**src/rtl/nibble_frame_feeder.sv**
```systemverilog
// nibble_frame_feeder: buffers whole nibble frames and replays each as one contiguous valid burst
// Ports:
//   i_clock, i_reset        rising-edge clock, asynchronous active-high reset
//   i_cfg_we, i_cfg_seq     match-value write; deferred until IDLE when a burst is in flight
//   i_in_valid, o_in_ready  ingress handshake for i_in_data / i_in_last
//   i_hit                   downstream FSM hit; bursts start and finish only while it is low
//   o_valid, o_num, o_seq   registered burst valid, nibble and match value
//   o_trunc                 one-cycle pulse when an over-long frame's tail was dropped
//   o_busy                  egress active or FIFO holding data
module nibble_frame_feeder #(
   parameter int DEPTH   = 16,
   parameter int MAX_LEN = 15,
   parameter int GAP_CYC = 2
) (
   input  logic       i_clock,
   input  logic       i_reset,
   input  logic       i_cfg_we,
   input  logic [3:0] i_cfg_seq,
   input  logic       i_in_valid,
   output logic       o_in_ready,
   input  logic [3:0] i_in_data,
   input  logic       i_in_last,
   input  logic       i_hit,
   output logic       o_valid,
   output logic [3:0] o_num,
   output logic [3:0] o_seq,
   output logic       o_trunc,
   output logic       o_busy
);
   localparam int AW = $clog2(DEPTH);
   localparam int LW = $clog2(MAX_LEN + 1);
   localparam int GW = $clog2(GAP_CYC + 1);
   typedef enum logic [2:0] {IDLE, PRE, SEND, GAP, HOLD} state_t;
   state_t        r_state, w_next;
   logic [4:0]    r_mem [DEPTH];
   logic [AW-1:0] r_wp, r_rp;
   logic [AW:0]   r_cnt, r_frames;
   logic [LW-1:0] r_len;
   logic [GW-1:0] r_gap;
   logic          r_valid, r_trunc, r_pend_v;
   logic [3:0]    r_num, r_seq, r_pend;
   logic [4:0]    w_head;
   logic [3:0]    w_num_d;
   logic          w_full, w_empty, w_at_max, w_hs, w_push, w_fin, w_trunc, w_pop, w_done, w_valid_d, w_enter_idle;
   assign w_full       = r_cnt == (AW+1)'(DEPTH);
   assign w_empty      = r_cnt == '0;
   assign w_at_max     = r_len >= LW'(MAX_LEN);
   // Once a frame hits MAX_LEN its tail is swallowed, so ready must stay high even when full
   assign o_in_ready   = !w_full || w_at_max;
   assign w_hs         = i_in_valid && o_in_ready;
   assign w_push       = w_hs && !w_at_max;
   assign w_fin        = w_hs && i_in_last;
   assign w_trunc      = w_fin && w_at_max;
   assign w_head       = r_mem[r_rp];
   assign w_done       = w_pop && w_head[4];
   assign w_enter_idle = (r_state != IDLE) && (w_next == IDLE);
   assign o_valid      = r_valid;
   assign o_num        = r_num;
   assign o_seq        = r_seq;
   assign o_trunc      = r_trunc;
   assign o_busy       = (r_state != IDLE) || !w_empty;
   always_ff @(posedge i_clock or posedge i_reset) begin
      if (i_reset) r_state <= IDLE;
      else         r_state <= w_next;
   end
   // The PRE nibble is ~seq so it can never match; it covers the FSM's WAIT->WATCH step
   always_comb begin
      w_next    = r_state;
      w_valid_d = 1'b0;
      w_num_d   = '0;
      w_pop     = 1'b0;
      case (r_state)
         IDLE: w_next = (r_frames != '0 && !i_hit) ? PRE : IDLE;
         PRE: begin
            w_valid_d = 1'b1;
            w_num_d   = ~r_seq;
            w_next    = SEND;
         end
         SEND: begin
            w_valid_d = 1'b1;
            w_num_d   = w_head[3:0];
            w_pop     = !w_empty;
            w_next    = (w_pop && w_head[4]) ? GAP : SEND;
         end
         GAP:     w_next = (r_gap == GW'(GAP_CYC - 1)) ? HOLD : GAP;
         HOLD:    w_next = i_hit ? HOLD : IDLE;
         default: w_next = IDLE;
      endcase
   end
   always_ff @(posedge i_clock or posedge i_reset) begin
      if (i_reset) begin
         r_valid  <= 1'b0;
         r_num    <= '0;
         r_trunc  <= 1'b0;
         r_wp     <= '0;
         r_rp     <= '0;
         r_cnt    <= '0;
         r_frames <= '0;
         r_len    <= '0;
         r_gap    <= '0;
         r_seq    <= '0;
         r_pend   <= '0;
         r_pend_v <= 1'b0;
      end else begin
         r_valid  <= w_valid_d;
         r_num    <= w_num_d;
         r_trunc  <= w_trunc;
         r_wp     <= r_wp + AW'(w_push);
         r_rp     <= r_rp + AW'(w_pop);
         r_cnt    <= r_cnt + (AW+1)'(w_push) - (AW+1)'(w_pop);
         r_frames <= r_frames + (AW+1)'(w_fin) - (AW+1)'(w_done);
         r_len    <= w_fin ? '0 : r_len + LW'(w_push);
         r_gap    <= (r_state == GAP) ? r_gap + GW'(1) : '0;
         // seq only changes between bursts; a write arriving on the IDLE-entry edge beats the pending one
         if (r_state == IDLE) begin
            if (i_cfg_we) r_seq <= i_cfg_seq;
         end else if (w_enter_idle) begin
            r_seq    <= i_cfg_we ? i_cfg_seq : (r_pend_v ? r_pend : r_seq);
            r_pend_v <= 1'b0;
         end else if (i_cfg_we) begin
            r_pend   <= i_cfg_seq;
            r_pend_v <= 1'b1;
         end
      end
   end
   // A truncated frame has no nibble to carry its end marker, so the last stored entry is retagged
   always_ff @(posedge i_clock) begin
      if (w_push)       r_mem[r_wp] <= {i_in_last, i_in_data};
      else if (w_trunc) r_mem[r_wp - AW'(1)][4] <= 1'b1;
   end
endmodule

```
**config.mk**
```make
export PLATFORM = sky130hd
export DESIGN_NAME = nibble_frame_feeder
export DESIGN_NICKNAME = d
export VERILOG_FILES = /design/src/rtl/nibble_frame_feeder.sv
export SDC_FILE = /design/constraint.sdc
export NUM_CORES = 1
export LEC_CHECK = 0
export CORE_MARGIN = 4
export CORE_UTILIZATION = 53
export CTS_CLUSTER_DIAMETER = 80
export CTS_CLUSTER_SIZE = 8
export DETAILED_ROUTE_END_ITERATION = 8
export PLACE_DENSITY_LB_ADDON = 0.3
export SLEW_MARGIN = 20
export SYNTH_ARGS = -nofsm -noshare
export SYNTH_HDL_FRONTEND = slang
export SYNTH_SLANG_ARGS = --single-unit
```
**constraint.sdc**
```tcl
create_clock -name i_clock -period 6.2 [get_ports i_clock]
set_input_delay 0.62 -clock i_clock [delete_from_list [all_inputs] [get_ports i_clock]]
set_output_delay 0.62 -clock i_clock [all_outputs]
set_load 0.005 [all_outputs]
```
# After elaboration in Yosys (flattened, before gate mapping)
# Memories as Yosys holds them, arrays and structs flattened.
# Index checks and enable logic that the tools add are counted.
# totals
mem_count,1
latchBits,0
reg_bits,42
mem_bits_rw,80
rom_bits,0
# mem_list
memory,words,width,rd,rd_ports_with_merged_regs,write_ports,line_no,text
r_mem,16,5,1,0,1,35,logic [4:0] r_mem [DEPTH];
# op_classes
n_eq_ne,8
magnitude_cmp,1
addsub,9
bitwise,3
multipliers,0
n_mux,25
div,0
reduce_logical,26
shift,0
# op_table
op,count
two-way mux 4 bit,7
case mux 3 bit (5 select lines),1
adder 4 x 1 -> 4 bit,3
two-way mux 1 bit,11
adder 5 x 1 -> 5 bit,2
subtractor 5 x 1 -> 5 bit,2
logical AND 1 bit,8
case mux 4 bit (2 select lines),1
== test 3 x 2 -> 1 bit (second input constant),2
zero test 3 bit,2
two-way mux 3 bit,2
AND reduction 3 bit,2
== test 5 bit (second input constant),1
zero test 5 bit,1
two-way mux 5 bit,1
nonzero test 5 bit,1
OR reduction 5 bit,1
>= comparator 4 bit (second input constant),1
zero test 1 bit,4
two-way mux 2 bit,2
inverter 4 bit,1
nonzero test 2 bit,2
subtractor 4 x 1 -> 4 bit (second input constant),1
== test 3 x 1 -> 1 bit (second input constant),1
other kinds (10),12

# Depth between registers and ports, before layout
# depth
ltp_word,11
depth_mapped,14

# Worst setup path after synthesis
# OpenSTA, ideal clock, no wires.
# synth_path
path_type,reg2reg
from,register r_rp[0]
to,register r_frames[4]
n_path_buf,1
stages_incl_launch_ff,14
setup_ns,0.123
t_arrival_ns,2.692
slack_ns,3.385
synth_period_minus_slack_ns,2.815
cell_sequence,dfrtp_1 buf_6 mux4_2 nor2b_1 a211oi_2 nor3_1 ha_1 inv_1 ha_1 fa_1 a21oi_1 nor2_1 nor2_1 xnor2_1
# synth_between
elab_chain_len,3
# synth_lines
item,line_no,text
start: declaration,36,"logic [AW-1:0] r_wp, r_rp;"
start signal: assignment,109,r_rp <= r_rp + AW'(w_pop);
memory read (16 x 5 bit),--,
logical AND 1 bit,55,assign w_done = w_pop && w_head[4];
subtractor 5 x 1 -> 5 bit,111,r_frames <= r_frames + (AW+1)'(w_fin) - (AW+1)'(w_done);
end signal: assignment,111,
end: declaration,37,"logic [AW:0] r_cnt, r_frames;"
# No other way between the ends.
# A chain may end at the register's enable or synchronous reset.

# Final worst setup path
# Same ends and word-level chain as after synthesis.

==> run summary <==
Initial antenna violation count: 0
Setup Buffers After CTS: 0
Largest net degree at the start of global routing: 43
Post-synth EDFFs: 80
Status: finished, final reports clean
Worst-path clk slew: 0.06 ns
Wire per inst: 18.2 um
# IOs: 26
Initial DRT Pass Iterations: 4
Crit-path max FO: 12
Max Cap Violations: 0
CTS tree: yes
Design area: 6490 um^2
Fin crit share: 57.2%
Cells after synthesis: 387
Longest Clk Path Bufs: 2
Sequential cell area: 3450 um^2
GR Overflow Total: 0
Post-synth top flop: edfxtp_1
Worst r2r src: r_rp[0]
Via count of the first global-routing pass: 3372
Rel. slew slack: 42.5%
Area of the multi-input gates: 1950 um^2
Average size of a mapped cell: 14.4 um^2
Crit path launch type: flip-flop
First-pass GRT wire length: 17500 um
P_leak: 2.39 nW
Crit path capture type: flip-flop
CTS Buf Count: 17
DR vias: 3264
CTS root buf: clkbuf_8
Clock latency on the worst-skew pair: 0.51 ns
Initial core utilization: 54.3%
Die width: 111 um
Drt initial violations: 283
Synth unique cells: 56
Flops & latches, synth: 122
Asr flop ratio synth: 34.4%
IO Port Bufs: 25
Yosys warns: 0
Tmin final: 3.55 ns
Fin Hold WS: 0.433 ns
Wirelength, routed: 10300 um
Mapped cell area: 5590 um^2
Layout area overhead: 16.1%
Slew Viols, Final: 0
Share of cells above drive strength 1: 16.0%
Placer Congestion: 0.816
Worst path arrival time: 3.98 ns
Htree depth: 4
Final ANT Viol Nets: 0
Gr usage total: 18.4%
Vias per cell: 5.77
Final Core Density: 63.1%
Worst Tran Pin Value: 0.862 ns
# nets final: 451
Sequential area share after synthesis: 61.8%
Syn nets: 421
CP Launch Point: r_rp[0]
Final setup TNS: 0 ns
Num rows: 37
Cells after DPL: 534
Yosys top cell by area: edfxtp_1
Placed inst area: 5910 um^2
Count leader, synth: edfxtp_1
Core box area: 10300 um^2
Most frequent cells after synthesis: edfxtp_1 (80), dfrtp_1 (42), nor2_1 (39), mux4_2 (20)
# resized after CTS: 0
Die boundary height: 111 um
Layout Cells excl Fill: 566
DRC errors left: 0
Hold-fix buffers at CTS: 0
PwrDens: 499 nW/um^2
Final setup violation count: 0
Post-DP HPWL: 7200 um
FMAX: 0.282 GHz
Worst setup path class: flip-flop to flip-flop
N_diodes: 0
Clk sinks: 122
Req. time, crit path: 6.64 ns
Hold WC Path Type: flip-flop to flip-flop
Clock Skew: 0.00570 ns
Hold_sp: r_gap[0]
RSZ-0062 raised after global routing: no
DIE AREA: 12200 um^2
Ranking of synthesized cells by area: edfxtp_1 (43%), dfrtp_1 (19%), mux4_2 (8.1%), ha_1 (4.0%), nor2_1 (2.6%)
Synth top area share: 43.0%
# fillers: 780
Worst VDD drop: 239 uV
Fin. Hold Viols: 0
==> area by class of cell <==
cell class	instances	area share, %
repair buffers	27	4.09
clock buffers	17	6.39
well taps	136	2.62
inverters	21	1.22
flip-flops and latches	122	53.2
clock inverters	15	2.43
multi-input cells	228	30.0
==> sequential cells by signal (all words and copies together), names as in the netlist <==
| name | count |
|---|---|
| r_wp | 4 |
| r_rp | 4 |
| o_trunc | 1 |
| r_mem | 80 |
| r_pend_v | 1 |
| r_pend | 4 |
| o_num | 4 |
| o_seq | 4 |
| o_valid | 1 |
| r_frames | 5 |
| r_cnt | 5 |
| r_gap | 2 |
| r_state | 3 |
| r_len | 4 |
==> metrics by stage <==
stage / total power, W / worst slack (ns)
after CTS: 0.00327 / 2.60
after floorplan: 0.00206 / 3.38
after global placement: 0.00227 / 2.72
after detailed placement: 0.00232 / 2.61
final: 0.00324 / 2.65
after global routing: 0.00346 / 2.34
==> power by group <==
group          internal [W]  leakage, nW  total [W]  switching (W)
combinational      0.000521        0.892    0.00104       0.000521
clock              0.000602        0.267   0.000938       0.000336
sequential          0.00106         1.23    0.00126       0.000198
==> critical path, stage by stage (launching register included) <==
cell      delay (ns)
dfrtp_1         0.69
buf_4           0.37
mux4_2          0.53
nor2b_1         0.15
a211oi_2        0.24
nor3_1          0.09
ha_1            0.28
inv_1           0.04
ha_1            0.20
fa_1            0.41
a21oi_1         0.18
nor2_1          0.07
nor2_1          0.11
xnor2_1         0.13
==> routing by layer <==
| metal | track usage [%] | wire, um |
|---|---|---|
| met5 | 0 | 0 |
| met4 | 5.58 | 122 |
| met3 | 5.57 | 479 |
| met2 | 28.6 | 4950 |
| met1 | 25.3 | 4770 |
==> cells in the final DEF (no fill, tap or decap), drive strengths merged, types with 5 or more instances in the layout <==
cell type and n:
and2 7, mux4 20, nor4 5, nand3 8
dfrtp 42, nand2 17, inv 19, edfxtp 80
clkbuf 17, xnor2 9, and3 6, xor2 7
a21oi 7, clkinv 10, ha 18, a211oi 5
nor2 39, nor3 15, mux2i 5, nor2b 5
o32ai 5, o21ai 9, clkdlybuf4s50 25
==> cells by family (layout without fill, tap and decap cells) <==
family | after synthesis | in the layout | share of synthesized area [%]
simple gates | 117 | 117 | 11.1
mux | 29 | 29 | 9.77
flops | 122 | 122 | 61.8
compound gates | 46 | 46 | 6.72
fa+ha+maj | 20 | 20 | 4.75
xor+xnor | 16 | 16 | 2.51
buf+inv | 37 | 80 | 3.32
==> path summary, 6_finish.rpt <==
path / endpoint / slack, ns / cells past startpoint
setup reg to reg: r_frames[4] / 2.65 / 13
min in group asynchronous: r_cnt[3] / 0.55 / 3
hold reg to reg: r_gap[0] / 0.43 / 1
max in group asynchronous: o_seq[2] / 5.28 / 3
hold / removal: r_gap[0] / 0.43 / 1
setup / recovery: r_frames[4] / 2.65 / 13
No activity file was read; power rests on OpenSTA's default activity.
